**src/rtl/uart_frame_packer.sv**
```systemverilog
// Frame packer: snapshots NUM_FIELDS fields and streams sync bytes,
// little-endian payload and an optional sum checksum into a byte UART.
module uart_frame_packer #(
  parameter int         NUM_FIELDS   = 6,
  parameter int         FIELD_W      = 10,
  parameter int         SYNC_BYTES   = 3,
  parameter logic [7:0] SYNC_VALUE   = 8'hFF,
  parameter int         GAP_CYCLES   = 18620,
  parameter bit         USE_CHECKSUM = 1'b1,
  parameter bit         AUTO         = 1'b0
) (
  input  logic                          clk,
  input  logic                          rst,
  input  logic [NUM_FIELDS*FIELD_W-1:0] fields_in,
  input  logic                          frame_req,
  input  logic                          tx_ready,
  output logic [7:0]                    tx_data,
  output logic                          tx_start,
  output logic                          frame_busy,
  output logic                          frame_done
);

  localparam int BPF      = (FIELD_W + 7) / 8;
  localparam int PAY      = NUM_FIELDS * BPF;
  localparam int TOTAL    = SYNC_BYTES + PAY + (USE_CHECKSUM ? 1 : 0);
  localparam int IW       = (TOTAL > 1) ? $clog2(TOTAL) : 1;
  localparam int GW       = (GAP_CYCLES > 1) ? $clog2(GAP_CYCLES) : 1;
  localparam int GAP_LAST = (GAP_CYCLES > 2) ? GAP_CYCLES - 2 : 0;

  localparam logic [IW-1:0] LAST_IDX = IW'(TOTAL - 1);
  localparam logic [GW-1:0] GAP_END  = GW'(GAP_LAST);

  if (NUM_FIELDS < 1 || NUM_FIELDS > 16) begin : g_bad_nf
    $error("NUM_FIELDS must be 1..16");
  end
  if (FIELD_W < 1 || FIELD_W > 32) begin : g_bad_fw
    $error("FIELD_W must be 1..32");
  end
  if (SYNC_BYTES < 0 || SYNC_BYTES > 7) begin : g_bad_sync
    $error("SYNC_BYTES must be 0..7");
  end
  if (GAP_CYCLES < 1) begin : g_bad_gap
    $error("GAP_CYCLES must be >= 1");
  end

  typedef enum logic [2:0] {
    S_IDLE  = 3'd0,
    S_LOAD  = 3'd1,
    S_ISSUE = 3'd2,
    S_GAP   = 3'd3,
    S_WAIT  = 3'd4
  } state_t;

  state_t state, state_n;

  logic [NUM_FIELDS*FIELD_W-1:0] snap;
  logic [PAY*8-1:0]              payload;
  logic [IW-1:0]                 byte_idx;
  logic [GW-1:0]                 gap_cnt;
  logic [7:0]                    csum;
  logic [7:0]                    cur_byte;
  logic                          cur_pay;
  logic                          pending;
  int                            pidx;

  logic trigger;
  logic start_frame;
  logic load_byte;
  logic gap_step;
  logic next_byte;
  logic finish;

  assign trigger = frame_req | pending | AUTO;

  // Each field zero-extended to a whole number of bytes.
  always_comb begin
    payload = '0;
    for (int k = 0; k < NUM_FIELDS; k++) begin
      payload[k*BPF*8 +: FIELD_W] = snap[k*FIELD_W +: FIELD_W];
    end
  end

  // Past the payload only the checksum slot remains.
  always_comb begin
    cur_byte = csum;
    cur_pay  = 1'b0;
    pidx     = int'(byte_idx) - SYNC_BYTES;
    if (pidx < 0) begin
      cur_byte = SYNC_VALUE;
    end else if (pidx < PAY) begin
      cur_byte = payload[pidx*8 +: 8];
      cur_pay  = 1'b1;
    end
  end

  always_comb begin
    state_n     = state;
    start_frame = 1'b0;
    load_byte   = 1'b0;
    tx_start    = 1'b0;
    gap_step    = 1'b0;
    next_byte   = 1'b0;
    finish      = 1'b0;
    unique case (state)
      S_IDLE: begin
        if (trigger) begin
          start_frame = 1'b1;
          state_n     = S_LOAD;
        end
      end
      S_LOAD: begin
        load_byte = 1'b1;
        state_n   = S_ISSUE;
      end
      S_ISSUE: begin
        if (tx_ready) begin
          tx_start = 1'b1;
          state_n  = S_GAP;
        end
      end
      S_GAP: begin
        if (gap_cnt >= GAP_END) begin
          state_n = S_WAIT;
        end else begin
          gap_step = 1'b1;
        end
      end
      S_WAIT: begin
        if (tx_ready) begin
          if (byte_idx == LAST_IDX) begin
            finish  = 1'b1;
            state_n = S_IDLE;
          end else begin
            next_byte = 1'b1;
            state_n   = S_LOAD;
          end
        end
      end
      default: state_n = S_IDLE;
    endcase
  end

  always_ff @(posedge clk or posedge rst) begin
    if (rst) begin
      state      <= S_IDLE;
      snap       <= '0;
      byte_idx   <= '0;
      gap_cnt    <= '0;
      csum       <= '0;
      tx_data    <= '0;
      pending    <= 1'b0;
      frame_busy <= 1'b0;
      frame_done <= 1'b0;
    end else begin
      state      <= state_n;
      frame_done <= finish;
      if (start_frame) begin
        snap       <= fields_in;
        byte_idx   <= '0;
        csum       <= '0;
        frame_busy <= 1'b1;
      end else if (finish) begin
        frame_busy <= 1'b0;
      end
      if (start_frame) begin
        pending <= 1'b0;
      end else if (frame_req && frame_busy && !AUTO) begin
        pending <= 1'b1;
      end
      if (load_byte) begin
        tx_data <= cur_byte;
        if (cur_pay) begin
          csum <= csum + cur_byte;
        end
      end
      if (tx_start) begin
        gap_cnt <= '0;
      end else if (gap_step) begin
        gap_cnt <= gap_cnt + GW'(1);
      end
      if (next_byte) begin
        byte_idx <= byte_idx + IW'(1);
      end
    end
  end

endmodule

```
**config.mk**
```make
export PLATFORM = sky130hd
export DESIGN_NAME = uart_frame_packer
export DESIGN_NICKNAME = d
export VERILOG_FILES = /design/src/rtl/uart_frame_packer.sv
export SDC_FILE = /design/constraint.sdc
export NUM_CORES = 1
export LEC_CHECK = 0
export BUFFER_PORTS_ARGS = -buffer_cell sky130_fd_sc_hd__buf_2
export CAP_MARGIN = 0
export CELL_PAD_IN_SITES_DETAIL_PLACEMENT = 1
export CELL_PAD_IN_SITES_GLOBAL_PLACEMENT = 2
export CORE_MARGIN = 8
export CORE_UTILIZATION = 38
export DETAILED_ROUTE_END_ITERATION = 8
export MAX_ROUTING_LAYER = met4
export PLACE_DENSITY_LB_ADDON = 0.15
export SYNTH_ARGS = -nofsm -noshare
export SYNTH_HDL_FRONTEND = slang
export SYNTH_SLANG_ARGS = --single-unit
```
**constraint.sdc**
```tcl
create_clock -name clk -period 11 [get_ports clk]
set_clock_uncertainty 0.2 [all_clocks]
set_input_delay 3.3 -clock clk [delete_from_list [all_inputs] [get_ports clk]]
set_output_delay 3.3 -clock clk [all_outputs]
set_load 0.05 [all_outputs]
```
==> run summary <==
Sw Pwr -> 0.000585 W
Input/output buffers -> 74
HPWL after DPL -> 9880 um
Post-synth cell types -> 64
Antenna Violating Nets Remaining -> 0
PwrDens -> 257 nW/um2
Reg clk slew, reported paths -> 0.06 ns
CTS tree -> done
First-pass GRT wire length -> 23400 um
Simple-gate share of the synthesized area -> 0.234
Cell Area, Synth -> 5250 um2
Die Span Y -> 134 um
CTS Buffer Depth -> 2
Flop2flop setup slack -> 6.48 ns
CTS resizes -> 0
Total overflow reported by the global router -> 0
Initial DRC Count -> 245
Skew-Pair Late Insertion Delay -> 0.35 ns
Mapped Cells -> 567
Period minus WS final -> 8.00 ns
Worst path max stage delay -> 0.43 ns
Pin count of the biggest net entering global routing -> 79
Finish-stage setup viols -> 0
Worst R2R End -> csum[6]$_DFF_PP0_
Warnings, synthesis -> 0
Hold Path Class -> reg -> reg
RSZ-0062 raised after global routing -> false
Hold WS -> 0.274 ns
CORE AREA -> 13700 um2
Final Hold Fails -> 0
WL final -> 13700 um
Initial antenna violation count -> 0
Number of global-route vias before repair -> 4593
Fmax -> 0.125 GHz
Actual slew at the worst max-slew pin -> 1.03 ns
Register area share after synthesis -> 0.481
Final Cycle Share -> 0.728
CTS root buf -> clkbuf_16
Vias/cell -> 5.17
Slew HR -> 0.312
Ant diodes -> 0
Worst-path cell chain -> buf_2 > nand4bb_1 > clkinv_1 > buf_2
H-tree depth -> 3
GPL Wtd Cong -> 0.779
CP max FO -> 10
Critical Path AT -> 4.50 ns
CP required -> 7.50 ns
Layout area overhead -> 16.8%
Die area -> 17800 um2
Int Pwr -> 0.000991 W
CTS sink cnt -> 101
Synth Net Count -> 643
Reg2reg start -> byte_idx[0]$_DFFE_PP0P_
Top FF cell, synth -> dfrtp_1
FILL cells -> 1617
Synth Area in Compound Gates -> 0.110
Setup crit start kind -> input port
Die X -> 134 um
Setup bufs post-CTS -> 0
Status -> finished clean
Total track usage -> 0.166
Setup CP Type -> in -> out
Logic gate share of total power -> 0.367
DRC -> 0
DR vias -> 4219
Worst Hold Launch -> snap[4]$_DFFE_PP0P_
Row count -> 43
Net Sw Frac -> 0.371
Hold depth -> 2
Lkg Pwr -> 2.88 nW
Routed WL per cell -> 16.7 um
Slew Limit Fails -> 0
Total of max-cap violations -> 0
Initial core utilization -> 0.383
Worst vdd ir -> 0.0000802 V
Post-CTS Hold Buffers -> 0
Min-Delay Endpoint -> snap[4]$_DFFE_PP0P_
Share of layout cells above drive strength 1 -> 0.200
Worst r2r path cells -> 15
Multiplexer share of the synthesized area -> 0.0836
Router iterations before antenna repair -> 4
CP Capture Type -> output port
TritonCTS Buffers -> 9
Post-Synth XOR/XNOR Area -> 0.0295
Setup TNS -> 0 ns
I/O pin count -> 75
Clock power frac -> 0.235
Synth Area in Adders -> 0.0300
Seq pwr share -> 0.397
EDFF count, synth -> 0
Crit-path most repeated cell -> buf_2
Largest family of logic cells by synthesized area -> simple AND/OR/NAND/NOR gates
Post-synthesis register bit count -> 101
Layout Nets -> 707
Average size of a mapped cell -> 9.27 um2
Slowest-stage cell, CP -> nand4bb_1
Async set-reset flop share out of synthesis -> 1.00
cell usage in the layout (no fill, tap or decap), drive strengths merged, types with 2 or more instances in the layout:
cell type,instances
a21oi,15
o22ai,3
nand3,16
a31oi,4
xnor2,6
buf,80
dfrtp,101
o22a,2
mux4,8
ha,11
mux2,9
inv,10
and3,3
a21o,2
nor4,6
o211ai,11
bufinv,3
o31a,3
nor3,3
nand4,4
a211oi,6
nand2,208
or4,2
nor3b,3
o31ai,5
clkinv,2
o21ai,23
clkbuf,10
nor2b,3
o21a,5
xor2,7
mux2i,15
or2,3
nor2,21
clkinvlp,2
or3,7
per-layer routing:
metal	global-route usage	up-vias	part of all wire
met2	0.261	67	0.48
met5	-	-	0
met4	0.0549	0	0.014
met3	0.0245	14	0.026
li1	-	2052	-
met1	0.217	2086	0.48
synthesized netlist by cell type (7+ instances only):
| library cell | instances | area [um2] |
|---|---|---|
| a21oi_1 | 14 | 70.1 |
| clkbuf_1 | 18 | 67.6 |
| dfrtp_1 | 101 | 2530 |
| ha_1 | 11 | 138 |
| inv_1 | 10 | 37.5 |
| mux2_2 | 8 | 90.1 |
| mux2i_1 | 15 | 150 |
| nand2_1 | 208 | 781 |
| nand3_1 | 16 | 80.1 |
| nor2_1 | 19 | 71.3 |
| o211ai_1 | 11 | 82.6 |
| o21ai_0 | 21 | 105 |
| or3_1 | 7 | 43.8 |
sequential cells by signal, indices dropped and copies added, names as in the netlist:
signal      flops
pending         1
gap_cnt        15
frame_busy      1
state           3
snap           60
frame_done      1
csum            8
byte_idx        4
tx_data         8
cell families (layout without fill, tap and decap cells):
family          after synthesis  in the layout
mux                          32             32
fa+ha+maj                    12             12
xor+xnor                     13             13
compound gates               85             85
buf+inv                      38            107
simple gates                286            286
flops                       101            101
through the flow:
step	util	worst slack (ns)	std cells	total power (W)	cell area [um2]
after floorplan	-	3.36	567	0.00105	5250
after global placement	0.422	3.07	800	0.00119	5790
after detailed placement	0.422	3.02	800	0.00122	5790
after CTS	0.447	3.01	816	0.00160	6130
after global routing	0.447	2.87	816	0.00169	6130
final	0.447	3.00	816	0.00158	6130
critical path: cells and delay by family:
kind | cells | cell delay [ns]
buffers and inverters | 3 | 0.77
AND/OR/NAND/NOR | 1 | 0.43
cell type report:
cell class              count  area [um2]  area share
clock buffers              10         239      0.0390
multi-input cells         428        2570       0.420
repair buffers             80         415      0.0677
well taps                 180         225      0.0367
flip-flops and latches    101        2530       0.412
inverters                  11        43.8     0.00714
clock inverters             6         110      0.0179
power groups by stage:
| stage | combinational (W) | sequential [W] | clock, W |
|---|---|---|---|
| 3_5_place_dp | 0.000585 | 0.000634 | 0 |
| 2_1_floorplan | 0.000410 | 0.000644 | 0 |
| 3_3_place_gp | 0.000567 | 0.000627 | 0 |
| 6_report | 0.000579 | 0.000626 | 0.000371 |
| 4_1_cts | 0.000591 | 0.000628 | 0.000380 |
| 5_1_grt | 0.000652 | 0.000647 | 0.000396 |
worst max path at each step:
stage	start	to	slack, ns	cells past startpoint
final	tx_ready	tx_start	3.00	4
after floorplan	tx_ready	tx_start	3.36	3
after global routing	tx_ready	tx_start	2.87	4
after CTS	tx_ready	tx_start	3.01	4
after detailed placement	tx_ready	tx_start	3.02	4
after global placement	tx_ready	tx_start	3.07	4
Note: power is estimated with default switching activity, not from simulation.
